`src/rtl/mmio_console_tx.sv`:
```
// Memory-mapped UART 8N1 console transmitter: a CPU store pushes a byte into a FIFO, and a serializer drains it onto tx.
// Optional macro MMIO_CONSOLE_TX_COUNT_EN exports the FIFO count in STATUS[15:8].
module mmio_console_tx #(
  parameter logic [31:0] BASE_ADDR    = 32'hFFFF_0000,
  parameter int unsigned FIFO_DEPTH   = 8,
  parameter int unsigned CLKS_PER_BIT = 16
) (
  input  logic        clk,
  input  logic        reset,
  input  logic [31:0] address,
  input  logic        port2isStore,
  input  logic [31:0] inw,
  output logic        hit,
  output logic [31:0] outw,
  output logic        tx
);

  localparam int unsigned AW = $clog2(FIFO_DEPTH);
  localparam int unsigned CW = AW + 1;
  localparam int unsigned BW = $clog2(CLKS_PER_BIT);

  typedef enum logic [1:0] {S_IDLE, S_START, S_DATA, S_STOP} state_t;

  state_t          r_state;
  logic [BW-1:0]   r_baud;
  logic [2:0]      r_bit;
  logic [7:0]      r_shift;
  logic            r_tx;
  logic [7:0]      r_mem [FIFO_DEPTH];
  logic [AW-1:0]   r_wr_ptr;
  logic [AW-1:0]   r_rd_ptr;
  logic [CW-1:0]   r_count;
  logic            r_ovf;

  logic            w_full;
  logic            w_empty;
  logic            w_busy;
  logic            w_wr_tx;
  logic            w_wr_st;
  logic            w_push_ok;
  logic            w_push_rej;
  logic            w_ovf_clr;
  logic            w_baud_end;
  logic            w_pop;
  logic [7:0]      w_rd_data;
  logic [7:0]      w_cnt_field;
  logic [31:0]     w_status;
  logic            w_unused_bits;

  assign hit        = (address[31:3] == BASE_ADDR[31:3]);
  assign w_wr_tx    = hit && port2isStore && !address[2];
  assign w_wr_st    = hit && port2isStore && address[2];
  assign w_full     = (r_count == CW'(FIFO_DEPTH));
  assign w_empty    = (r_count == '0);
  assign w_busy     = (r_state != S_IDLE);
  assign w_push_ok  = w_wr_tx && !w_full;
  assign w_push_rej = w_wr_tx && w_full;
  assign w_ovf_clr  = w_wr_st && inw[3];
  assign w_baud_end = (r_baud == BW'(CLKS_PER_BIT - 1));
  // Pops come only from IDLE or the last cycle of STOP, and only against the registered count.
  assign w_pop      = !w_empty && ((r_state == S_IDLE) || ((r_state == S_STOP) && w_baud_end));
  assign w_rd_data  = r_mem[r_rd_ptr];
  assign w_unused_bits = &{1'b0, address[1:0], inw[31:8]};

`ifdef MMIO_CONSOLE_TX_COUNT_EN
  assign w_cnt_field = 8'(r_count);
`else
  assign w_cnt_field = 8'h00;
`endif

  assign w_status = {16'h0000, w_cnt_field, 4'h0, r_ovf, w_busy, w_empty, w_full};
  assign outw     = (hit && address[2]) ? w_status : '0;
  assign tx       = r_tx;

  always_ff @(posedge clk) begin
    if (w_push_ok) begin
      r_mem[r_wr_ptr] <= inw[7:0];
    end
  end

  always_ff @(posedge clk) begin
    if (reset) begin
      r_wr_ptr <= '0;
      r_rd_ptr <= '0;
      r_count  <= '0;
      r_ovf    <= 1'b0;
    end else begin
      if (w_push_ok) r_wr_ptr <= r_wr_ptr + AW'(1);
      if (w_pop)     r_rd_ptr <= r_rd_ptr + AW'(1);
      case ({w_push_ok, w_pop})
        2'b10:   r_count <= r_count + CW'(1);
        2'b01:   r_count <= r_count - CW'(1);
        default: r_count <= r_count;
      endcase
      if (w_ovf_clr)       r_ovf <= 1'b0;
      else if (w_push_rej) r_ovf <= 1'b1;
    end
  end

  always_ff @(posedge clk) begin
    if (reset) begin
      r_state <= S_IDLE;
      r_baud  <= '0;
      r_bit   <= '0;
      r_shift <= '0;
      r_tx    <= 1'b1;
    end else begin
      case (r_state)
        S_IDLE: begin
          r_tx <= 1'b1;
          if (w_pop) begin
            r_shift <= w_rd_data;
            r_baud  <= '0;
            r_state <= S_START;
            r_tx    <= 1'b0;
          end
        end
        S_START: begin
          if (w_baud_end) begin
            r_baud  <= '0;
            r_bit   <= '0;
            r_state <= S_DATA;
            r_tx    <= r_shift[0];
          end else begin
            r_baud <= r_baud + BW'(1);
          end
        end
        S_DATA: begin
          if (w_baud_end) begin
            r_baud <= '0;
            if (r_bit == 3'd7) begin
              r_state <= S_STOP;
              r_tx    <= 1'b1;
            end else begin
              r_bit   <= r_bit + 3'd1;
              r_shift <= {1'b0, r_shift[7:1]};
              r_tx    <= r_shift[1];
            end
          end else begin
            r_baud <= r_baud + BW'(1);
          end
        end
        S_STOP: begin
          if (w_baud_end) begin
            r_baud <= '0;
            if (w_pop) begin
              r_shift <= w_rd_data;
              r_state <= S_START;
              r_tx    <= 1'b0;
            end else begin
              r_state <= S_IDLE;
              r_tx    <= 1'b1;
            end
          end else begin
            r_baud <= r_baud + BW'(1);
          end
        end
        default: begin
          r_state <= S_IDLE;
          r_tx    <= 1'b1;
        end
      endcase
    end
  end

endmodule

```
`config.mk`:
```
export PLATFORM = sky130hd
export DESIGN_NAME = mmio_console_tx
export DESIGN_NICKNAME = d
export VERILOG_FILES = /design/src/rtl/mmio_console_tx.sv
export SDC_FILE = /design/constraint.sdc
export NUM_CORES = 1
export LEC_CHECK = 0
export CAP_MARGIN = 0
export CELL_PAD_IN_SITES_DETAIL_PLACEMENT = 1
export CELL_PAD_IN_SITES_GLOBAL_PLACEMENT = 2
export CORE_UTILIZATION = 30
export DETAILED_ROUTE_END_ITERATION = 8
export PLACE_DENSITY = 0.75
export SYNTH_ARGS = -nofsm -noshare
export SYNTH_HDL_FRONTEND = slang
export SYNTH_SLANG_ARGS = --single-unit
export TNS_END_PERCENT = 20
```
`constraint.sdc`:
```
create_clock -name clk -period 5.9 [get_ports clk]
set_input_delay 0.885 -clock clk [delete_from_list [all_inputs] [get_ports clk]]
set_output_delay 0.885 -clock clk [all_outputs]
set_load 0.01 [all_outputs]
```
; ---- Word-level counts from Yosys, hierarchy flattened
; Memory sizes are Yosys's and may differ from the RTL's. A register that Yosys moved wholly into a read port is not among the register bits.
; Cells that the tools add are included.
[classes]
addsub = 6
eq_ne = 15
mux = 31
n_reduce_logical = 25
[ops]
columns = operator, n
row1 = 8-bit two-way mux, 4
row2 = "29-bit == test, second input constant", 1
row3 = 8-bit one-hot mux with 3 select lines, 1
row4 = 4-bit one-hot mux with 2 select lines, 2
row5 = 3-bit two-way mux, 5
row6 = 4-bit two-way mux, 3
row7 = "2-bit != test, second input constant", 6
row8 = 2-bit two-way mux, 5
row9 = "3-bit by 1-bit adder with 3-bit output, second input constant", 3
row10 = 1-bit logical AND, 9
row11 = "4-bit by 1-bit adder with 4-bit output, second input constant", 2
row12 = "4-bit == test, second input constant", 2
row13 = 1-bit two-way mux, 8
row14 = 2-bit one-hot mux with 4 select lines, 1
row15 = 4-bit AND reduction, 2
row16 = "2-bit == test, second input constant", 3
row17 = 3-bit one-hot mux with 2 select lines, 1
row18 = 2-bit nonzero test, 3
row19 = 5-bit AND reduction, 1
row20 = "2-bit by 1-bit == test with 1-bit output, second input constant", 2
row21 = 4-bit zero test, 1
row22 = 1-bit one-hot mux with 4 select lines, 1
row23 = "4-bit by 1-bit subtractor with 4-bit output, second input constant", 1
row24 = "3-bit == test, second input constant", 1
row25 = other kinds (7), 9
[word_totals]
reg_bits = 29
ramBits = 64
in_bits = 67
out_inout_bits = 34
memories = 1
[memory_table]
columns = name, words, width, rd, rd_ports_with_merged_regs, write_ports, line_no
row1 = r_mem, 8, 8, 1, 1, 1, 29  ; logic [7:0] r_mem [FIFO_DEPTH];

; ---- Longest topological paths before layout
; Gate-level depths: netlist (run 1).
[logic_depth]
depth_word = 7
ltp_mapped = 11
mapped_depth_nobuf = 11

; ---- Worst setup path before layout (run 1)
; Ideal clock, no wire load.
[synth_timing]
path_type = input to register
startpoint = input address[7]
endpoint = register r_count[2]
setup_ns = 0.071
t_arrival_ns = 3.349
required_ns = 5.829
slack_ns = 2.480
path_stages = 10
path_buffers = 0
path_cell_list = or4b_1 nor4_1 nand3_1 ha_1 xor2_1 ha_1 a21oi_1 xor2_1 or3_1 a21oi_1
[synth_via]
elab_chain_cells = 6
elab_cells_between_ends = 8
[synth_lines]
columns = element, line_no
row1 = "start, declared", 10  ; input logic [31:0] address,
row2 = 29-bit == test *, 50  ; assign hit = (address[31:3] == BASE_ADDR[31:3]);
row3 = 1-bit logical AND * (2 in a row), 51  ; assign w_wr_tx = hit && port2isStore && !address[2];
row4 = 1-bit logical AND *, 56  ; assign w_push_ok = w_wr_tx && !w_full;
row5 = 2-bit by 1-bit == test with 1-bit output / 2-bit == test (equally long branches), 90  ; case ({w_push_ok, w_pop})
row6 = 4-bit one-hot mux with 2 select lines / 2-bit nonzero test (equally long branches), n/a
row7 = "end signal, assigned", 91  ; 2'b10: r_count <= r_count + CW'(1);
row8 = "end signal, assigned", 92  ; 2'b01: r_count <= r_count - CW'(1);
row9 = "end signal, assigned", 93  ; default: r_count <= r_count;
row10 = "end, declared", 32  ; logic [CW-1:0] r_count;
; Mark *: on every way between the ends. The rest lies on a longest branch, timed or not.
; A chain may end at the register's enable or synchronous reset.

; ---- Final worst setup path (run 1)
[layout_timing]
startpoint = input address[7]
endpoint = output outw[2]
[layout_via]
elab_chain_cells = 3
[layout_lines]
columns = element, line_no
row1 = 29-bit == test, 50
row2 = 1-bit logical AND, 72  ; assign outw = (hit && address[2]) ? w_status : '0;
row3 = 4-bit two-way mux, 72
row4 = "end, declared", 14  ; output logic [31:0] outw,
; Every way passes these cells.

==> results of run 1 <==
layout make-up:
type,instances,share of cell area [%]
clock buffer,9,4.26
clock inverter,7,1.54
inverter,9,0.639
multi-input combinational,224,31.7
sequential,96,48.5
tap,184,4.36
timing repair buffer,48,9.00
final timing paths:
path	from	to	slack [ns]	cells after the start
max	address[7]	outw[2]	1.26	6
min	r_shift[7]	r_shift[7]	0.46	1
max reg2reg	r_state[0]	r_count[2]	3.04	11
min reg2reg	r_shift[7]	r_shift[7]	0.46	1
state kept, by name (all words and copies together), names as in the netlist, named ones only:
register	cells
r_baud	4
r_bit	3
r_count	4
r_mem	64
r_ovf	1
r_rd_ptr	3
r_shift	8
r_state	2
r_wr_ptr	3
tx	1
where the power goes:
| part | internal (mW) | switching, mW | total [mW] |
|---|---|---|---|
| Sequential | 0.719 | 0.00397 | 0.723 |
| Combinational | 0.0492 | 0.0538 | 0.103 |
| Clock | 0.336 | 0.270 | 0.606 |
| Total | 1.10 | 0.327 | 1.43 |
through the flow:
step	utilization, %	area [um^2]
2_1_floorplan	-	4540
5_1_grt	36.5	5280
4_1_cts	36.5	5280
3_3_place_gp	34.4	4980
6_report	36.5	5280
3_5_place_dp	34.4	4980
worst max-delay path: stages:
cell             delay (ns)
clkdlybuf4s50_1        0.40
or4b_1                 0.54
nor4_1                 0.85
nand4_1                0.33
nor2_1                 0.21
clkdlybuf4s50_1        0.56
routing by layer:
layer  routed length (um)  vias up
li1                     -     1354
met1                 4340     1454
met2                 4710       85
met3                  479       10
met4                   77        0
met5                    0        -
cells by family (layout without fill, tap and decap cells):
kind of cell    Yosys count  in the layout  share of synthesized area [%]
simple gates             98             98                           12.4
xor+xnor                  5              5                          0.988
buf+inv                  52             73                           6.83
flops                    96             96                           57.8
fa+ha+maj                14             14                           3.95
mux                      20             20                           9.03
other cells               1             28                         0.0846
compound gates           59             59                           8.94
cell usage in the layout, fill, tap and decap left out, types with 3 or more instances in the layout:
cell and n:
a21o_1 3, a21oi_1 19, a22o_1 6, and3_1 5
clkbuf_16 9, clkdlybuf4s50_1 46, conb_1 28, dfxtp_1 32
edfxtp_1 64, ha_1 14, inv_1 9, mux2i_1 4
mux4_2 16, nand2_1 12, nand2b_1 5, nand3_1 8
nand4_1 6, nor2_1 26, nor3_1 6, nor4_1 3
o21ai_0 7, o22ai_1 6, o31ai_1 3, or4_1 4
or4b_1 3, xor2_1 3
==> qor.yml, run 1 <==
status: "finished with violations"
report.final.hold_viol_count: 0
setup_skew_after_layout_ns: 0.0103
post-route-period-util_pct: 78.6
core_area_um2: 14500
mappedNetlistArea_um2: 4430
critPathCaptureType: "primary output"
combined_area_of_the_multi_input_logic_cells_um2: 1680
post_synthesis_cells: 345
clock_tree.buffer_depth: 2
vdd_drop_max_uv: 190
async_set_or_reset_flop_fraction_in_the_synthesized_netlist_pct: 0
place.detailed.instances: 561
grtUsageTotal_pct: 13.7
dr.pass1.iters: 6
drv.max_cap_violation_count: 0
placement_rows: 44
dp.final_hpwl_mm: 6.66
clock_tree.root_cell: "clkbuf_16"
setup_tns_ns: 0
finalWorstSetupSlack_ns: 1.26
num-fill-cells: 1544
synth_enable_flop_cells: 64
drive_above_1_share_pct: 10.9
static-leakage-power_nw: 1.76
cts_inserted_buffers: 9
clk-insertion-delay-late_ns: 0.35
detail_route.drc_violations: 1
max_slew_margin_pct: 22.2
worst_hold_path_type: "reg2reg"
grt_busiest_layer: "met2"
tritoncts: "built"
p_total_mw: 1.43
postCtsSetupBuffers: 0
num_vias: 2903
avgViaCountPerCell: 5.03
fp.dieH_um: 124
drt_iter0_markers: 138
clk_pin_slew_worst_paths_ns: 0.06
most_numerous_cell_in_the_yosys_netlist: "edfxtp_1"
syn_to_final_growth_pct: 19.2
finalCriticalPeriod_ns: 4.64
seq_area_um2: 2560
dieArea_um2: 15300
global_route.usage.met1_pct: 17.0
timing.final.setup_violations: 0
worstSetupStartpointType: "input pin"
synth.largest_area_cell: "edfxtp_1"
floorplan.initialDensity_pct: 30.6
preCtsSetupSlack_ns: 1.24
path_max_fanout: 5
synth_ff_type: "edfxtp_1"
dieWidth_um: 124
antenna_found_initial: 0
netlist-cell-type-count: 54
ant_nets: 0
overflow: 0
cp.required_ns: 5.02
number_of_global_route_vias_before_repair: 2884
synth_area_leaders: "edfxtp_1, dfxtp_1, mux4_2"
maximum_number_of_pins_on_one_net_before_global_route_repair: 24
fin_hold_ws_ns: 0.457
gr-usage-met2_pct: 22.8
worst-slew-pin-transition_ns: 1.17
max_freq_mhz: 216
clkSinkCount: 96
synth.ff_latch_count: 96
finalMaxSlewViolations: 0
grt_setup_unrepaired: "no"
worst-setup-path-type: "in2out"
h-tree-depth: 3
finalWeightedCongestion: 0.733
port_buffers: 46
finalNetCount: 469
ys_seq_area_share_pct: 57.8
finalNonFillerCells: 577
routed_wire_length_per_instance_um: 16.7
power-per-cell-area_nw_per_um2: 271
synth_largest_type_area_fraction_pct: 43.3
postRouteWirelength_mm: 9.62
post_cts_hold_buffer_count: 0
timing.critical_path.arrival_ns: 3.75
total_of_cells_resized_after_clock_tree_synthesis: 0
globalRouteMet3Util_pct: 4.26
yosys_warnings: 0
top_level_ports: 101
syn_area_per_cell_um2: 12.9
synth.cells.most_frequent: "edfxtp_1, dfxtp_1, buf_4, nor2_1, a21oi_1"
grt_pass1_wl_mm: 15.2
antenna_cells: 0
violations: "DRC"
No activity file was read; power rests on OpenSTA's default activity.
==> run 2, diff against run 1 <==
==> constraint.sdc (replaced) <==
create_clock -name clk -period 4.65 [get_ports clk]
set_input_delay 0.6975 -clock clk [delete_from_list [all_inputs] [get_ports clk]]
set_output_delay 0.6975 -clock clk [all_outputs]
set_load 0.01 [all_outputs]
==> qor.yml, run 2 (synthesized netlist as in run 1, its figures left out) <==
timing.critical_path.arrival_ns: 3.04  # was 3.75 ns
floorplan.initialDensity_pct: 30.6  # unchanged
core_area_um2: 14500  # unchanged
dieArea_um2: 15300  # unchanged
h-tree-depth: 3  # unchanged
clock_tree.root_cell: "clkbuf_16"  # unchanged
post_cts_hold_buffer_count: 0  # unchanged
port_buffers: 46  # unchanged
rr_startpoint: "r_state[0]"  # unchanged
drt_iter0_markers: 106  # was 138
finalMaxSlewViolations: 0  # unchanged
cts_inserted_buffers: 9  # unchanged
total_of_cells_resized_after_clock_tree_synthesis: 0  # unchanged
dr.pass1.iters: 7  # was 6
report.final.hold_viol_count: 0  # unchanged
top_register: "r_mem"  # unchanged
ant_nets: 0  # unchanged
avgViaCountPerCell: 4.95  # was 5.03
antenna_cells: 0  # unchanged
static-leakage-power_nw: 1.81  # was 1.76 nW
max_freq_mhz: 268
dieWidth_um: 124  # unchanged
worstSetupStartpointType: "input pin"  # unchanged
post-route-period-util_pct: 80.3
antenna_found_initial: 0  # unchanged
clock_tree.buffer_depth: 2  # unchanged
placed_cell_area_um2: 5040  # was 4980 um^2
violations: "DRC"  # unchanged
setup_tns_ns: 0  # unchanged
fp.dieH_um: 124  # unchanged
grt_pass1_wl_mm: 15.2  # about the same
cp.required_ns: 3.95  # was 5.02 ns
placement_rows: 44  # unchanged
commonest_non_fill_non_tap_cell_in_the_layout: "edfxtp_1"  # unchanged
number_of_global_route_vias_before_repair: 2888  # was 2884
power-per-cell-area_nw_per_um2: 335  # was 271 nW/um^2
finalWeightedCongestion: 0.706  # was 0.733
r2r_slack_ns: 1.78  # was 3.04 ns
worst-setup-path-type: "in2out"  # unchanged
clkSinkCount: 96  # unchanged
grtUsageTotal_pct: 13.3  # was 13.7%
critPathCaptureType: "primary output"  # unchanged
layout_common_cells: "edfxtp_1, clkdlybuf4s50_1, dfxtp_1"  # unchanged
postRouteWirelength_mm: 9.52  # was 9.62 mm
clk-insertion-delay-late_ns: 0.35  # about the same
postCtsSetupBuffers: 0  # unchanged
routed_wire_length_per_instance_um: 16.2  # was 16.7 um
dp.final_hpwl_mm: 6.62  # was 6.66 mm
path_max_fanout: 5  # unchanged
timing.final.setup_violations: 0  # unchanged
tritoncts: "built"  # unchanged
r2r_cells: 11  # unchanged
biggestRegsByFlops: "r_mem x64, r_shift x8"  # unchanged
final_non_filler_cell_area_um2: 5340  # was 5280 um^2
timing.critical_path.to: "outw[1]"  # was outw[2]
maximum_number_of_pins_on_one_net_before_global_route_repair: 24  # unchanged
critical_path.startpoint: "address[7]"  # unchanged
clk_pin_slew_worst_paths_ns: 0.07  # was 0.06 ns
max_slew_margin_pct: 24.4  # was 22.2%
grt_setup_unrepaired: "no"  # unchanged
setup_skew_after_layout_ns: 0.0116  # was 0.0103 ns
worst_hold_path_type: "reg2reg"  # unchanged
detail_route.drc_violations: 1  # unchanged
finalNetCount: 478  # was 469
drv.max_cap_violation_count: 0  # unchanged
status: "finished with violations"  # unchanged
num_vias: 2901  # was 2903
syn_to_final_growth_pct: 20.5  # was 19.2%
worst-slew-pin-transition_ns: 1.13  # was 1.17 ns
drive_above_1_share_pct: 12.9  # was 10.9%
vdd_drop_max_uv: 207  # was 190 uV
critical_path.reg2reg.endpoint: "r_count[2]"  # unchanged
overflow: 0  # unchanged
top_level_ports: 101  # unchanged
finalCriticalPeriod_ns: 3.73
largest_register_ffs: 64  # unchanged
## run 2: cell types whose count changed in the layout (fill, tap and decap cells not counted)
cell	previous run	this run
buf_4	2	11
bufinv_16	1	0
clkinv_1	1	0
clkinv_4	0	1
clkinv_8	0	1
clkinvlp_4	1	0
inv_8	2	3
nor3_1	6	7
nor3_2	2	1
## run 2: worst min-delay path by stage
stage               cells after the start          to  startpoint
floorplan                               1  r_shift[7]  r_shift[7]
global placement                        1  r_shift[7]  r_shift[7]
detailed placement                      1  r_shift[7]  r_shift[7]
CTS                                     1  r_shift[7]  r_shift[7]
global route                            1  r_shift[7]  r_shift[7]
finish                                  1  r_shift[7]  r_shift[7]
## run 2: per-stage QoR
step                utilization [%]  cells  hold WS (ns)  power [mW]  worst slack [ns]
global route                   36.9    586         0.478        1.86             0.786
CTS                            36.9    586         0.461        1.81             0.880
floorplan                         -    372         0.426        1.02              1.42
detailed placement             34.8    570         0.444        1.07             0.816
global placement               34.8    570         0.443        1.06             0.871
finish                         36.9    586         0.464        1.79             0.917
## run 2: critical path, stage by stage
cell and delay [ns]:
clkdlybuf4s50_1 0.39, or4b_1 0.54, nor4_1 0.32, buf_4 0.19, and3_1 0.19, and3_1 0.17
clkdlybuf4s50_1 0.54
## run 2: cell type report
class	count	area [um^2]
Clock buffer	9	225
Timing Repair Buffer	57	543
Clock inverter	7	76.3
Multi-Input combinational cell	224	1670
Sequential cell	96	2560
Inverter	9	33.8
Fill cell	1533	9140
Tap cell	184	230
## run 2: power by group
group	internal (mW)	leakage [nW]	switching, mW
Combinational	0.0625	0.824	0.0681
Clock	0.384	0.149	0.360
Sequential	0.912	0.833	0.00520
Total	1.36	1.81	0.433
## run 2: per-layer routing
metal  wire, um  up-vias  global-route usage, %
met4        132        0                   4.22
met3        463       11                   3.66
li1           -     1370                      -
met5          0        -                      0
met1       4340     1429                   16.8
met2       4580       91                   22.1
==> run 3, diff against run 2 <==
==> constraint.sdc (replaced) <==
create_clock -name clk -period 3.5 [get_ports clk]
set_input_delay 0.525 -clock clk [delete_from_list [all_inputs] [get_ports clk]]
set_output_delay 0.525 -clock clk [all_outputs]
set_load 0.01 [all_outputs]
==> qor.yml, run 3 (synthesized netlist as in run 1, its figures left out) <==
status: "finished with violations"  # unchanged
violations: "DRC"  # unchanged
postCtsSetupBuffers: 0  # unchanged
cpPeakStageDelay_ns: 0.57  # was 0.54 ns
rr_startpoint: "r_state[0]"  # unchanged
avgViaCountPerCell: 4.97  # was 4.95
seq_area_um2: 2560  # unchanged
clk-insertion-delay-late_ns: 0.35  # about the same
finalCriticalPeriod_ns: 3.25
min_to: "r_shift[7]"  # unchanged
preCtsSetupSlack_ns: -0.0322  # was 0.816 ns
antenna_found_initial: 0  # unchanged
core_area_um2: 14500  # unchanged
worstSetupStartpointType: "input pin"  # unchanged
worst-setup-path-type: "in2out"  # unchanged
h-tree-depth: 3  # unchanged
r2r_slack_ns: 0.74  # was 1.78 ns
power-per-cell-area_nw_per_um2: 430  # was 335 nW/um^2
report.final.hold_viol_count: 0  # unchanged
total_of_cells_resized_after_clock_tree_synthesis: 0  # unchanged
setup_skew_after_layout_ns: 0.00780  # was 0.0116 ns
critical_path.slowest_cell: "or4b_1"  # unchanged
p_total_mw: 2.33  # was 1.79 mW
r2r_cells: 11  # unchanged
antenna_cells: 0  # unchanged
critical_path.reg2reg.endpoint: "r_count[2]"  # unchanged
dp.final_hpwl_mm: 7.22  # was 6.62 mm
clkSinkCount: 96  # unchanged
biggestRegsByFlops: "r_mem x64, r_shift x8"  # unchanged
ant_nets: 0  # unchanged
top_register: "r_mem"  # unchanged
commonest_non_fill_non_tap_cell_in_the_layout: "edfxtp_1"  # unchanged
worst_hold_path_type: "reg2reg"  # unchanged
timing.hold.worst_path_depth: 1  # unchanged
num-fill-cells: 1574  # was 1533
num_vias: 2966  # was 2901
clock_tree.buffer_depth: 2  # unchanged
crit_path_cell_trace: "clkdlybuf4s50_1 > or4b_1 > nor4_2 > buf_4 > and3_1 > and3_1 > clkdlybuf4s50_1"  # was clkdlybuf4s50_1 > or4b_1 > nor4_1 > buf_4 > and3_1 > and3_1 > clkdlybuf4s50_1
grt_pass1_wl_mm: 16.1  # was 15.2 mm
static-leakage-power_nw: 1.85  # was 1.81 nW
detail_route.drc_violations: 1  # unchanged
fin_hold_ws_ns: 0.465  # was 0.464 ns
path_max_fanout: 5  # unchanged
timing.critical_path.arrival_ns: 2.73  # was 3.04 ns
tritoncts: "built"  # unchanged
largest_register_ffs: 64  # unchanged
port_buffers: 46  # unchanged
overflow: 0  # unchanged
layout_common_cells: "edfxtp_1, clkdlybuf4s50_1, dfxtp_1"  # unchanged
critPathCaptureType: "primary output"  # unchanged
combined_area_of_the_multi_input_logic_cells_um2: 1680  # was 1670 um^2
finalNonFillerCells: 597  # was 586
drt_iter0_markers: 143  # was 106
routed_wire_length_per_instance_um: 16.9  # was 16.2 um
post_cts_hold_buffer_count: 0  # unchanged
grtUsageTotal_pct: 14.3  # was 13.3%
dieWidth_um: 124  # unchanged
clock_tree.root_cell: "clkbuf_16"  # unchanged
post_route_core_utilization_pct: 37.4  # was 36.9%
clk_pin_slew_worst_paths_ns: 0.06  # was 0.07 ns
post-route-period-util_pct: 92.9
top_level_ports: 101  # unchanged
max_slew_margin_pct: 43.6  # was 24.4%
finalWorstSetupSlack_ns: 0.248  # was 0.917 ns
floorplan.initialDensity_pct: 30.6  # unchanged
postRouteWirelength_mm: 10.1  # was 9.52 mm
timing.final.setup_violations: 0  # unchanged
vdd_drop_max_uv: 488  # was 207 uV
grt_setup_unrepaired: "no"  # unchanged
maximum_number_of_pins_on_one_net_before_global_route_repair: 21  # was 24
drv.max_cap_violation_count: 0  # unchanged
dieArea_um2: 15300  # unchanged
number_of_global_route_vias_before_repair: 3043  # was 2888
place.detailed.instances: 581  # was 570
min_from: "r_shift[7]"  # unchanged
finalMaxSlewViolations: 0  # unchanged
finalWeightedCongestion: 0.734  # was 0.706
placement_rows: 44  # unchanged
drive_above_1_share_pct: 15.3  # was 12.9%
fp.dieH_um: 124  # unchanged
cts_inserted_buffers: 9  # unchanged
worst-slew-pin-transition_ns: 0.844  # was 1.13 ns
max_freq_mhz: 308
dr.pass1.iters: 6  # was 7
cp.required_ns: 2.97  # was 3.95 ns
syn_to_final_growth_pct: 22.0  # was 20.5%
finalNetCount: 489  # was 478
-- run 3: worst max-delay path by stage --
| stage | start | endpoint | cells after the start |
|---|---|---|---|
| final | address[7] | outw[1] | 7 |
| after global routing | address[7] | outw[3] | 7 |
| after CTS | address[7] | outw[2] | 7 |
| after detailed placement | address[12] | r_count[2] | 12 |
| after global placement | address[12] | r_count[2] | 12 |
| after floorplan | address[7] | r_count[2] | 10 |
-- run 3: worst max-delay path: cells and delay by family --
kind / cells / cell delay, ns
buffers and inverters: 3 / 1.12
and+or+nand+nor: 4 / 1.08
-- run 3: final cells by class --
class / instances / area share, %
multi-input cells: 224 / 31.0
flip-flops and latches: 96 / 47.4
clock buffers: 11 / 4.49
clock inverters: 5 / 0.717
well taps: 184 / 4.26
inverters: 9 / 0.624
repair buffers: 68 / 11.6
-- run 3: report_power, final --
group	internal [mW]	switching, mW	total (mW)	leakage, nW
Combinational	0.0831	0.0906	0.174	0.881
Clock	0.507	0.427	0.933	0.137
Sequential	1.21	0.00666	1.22	0.833
Total	1.80	0.524	2.33	1.85
-- run 3: metal layers --
layer	vias up	part of all wire (%)	global-route usage (%)	routed length (um)
met2	81	49	23.8	4960
met1	1484	46	18.3	4630
met3	11	4.0	3.66	403
met4	0	1.1	4.29	108
li1	1390	-	-	-
met5	-	0	0	0
-- run 3: stage by stage --
step                      area [um^2]  TNS [ns]
final                            5410         0
after detailed placement         5120   -0.0322
after global placement           5120         0
after global routing             5410         0
after floorplan                  4540         0
after CTS                        5400         0
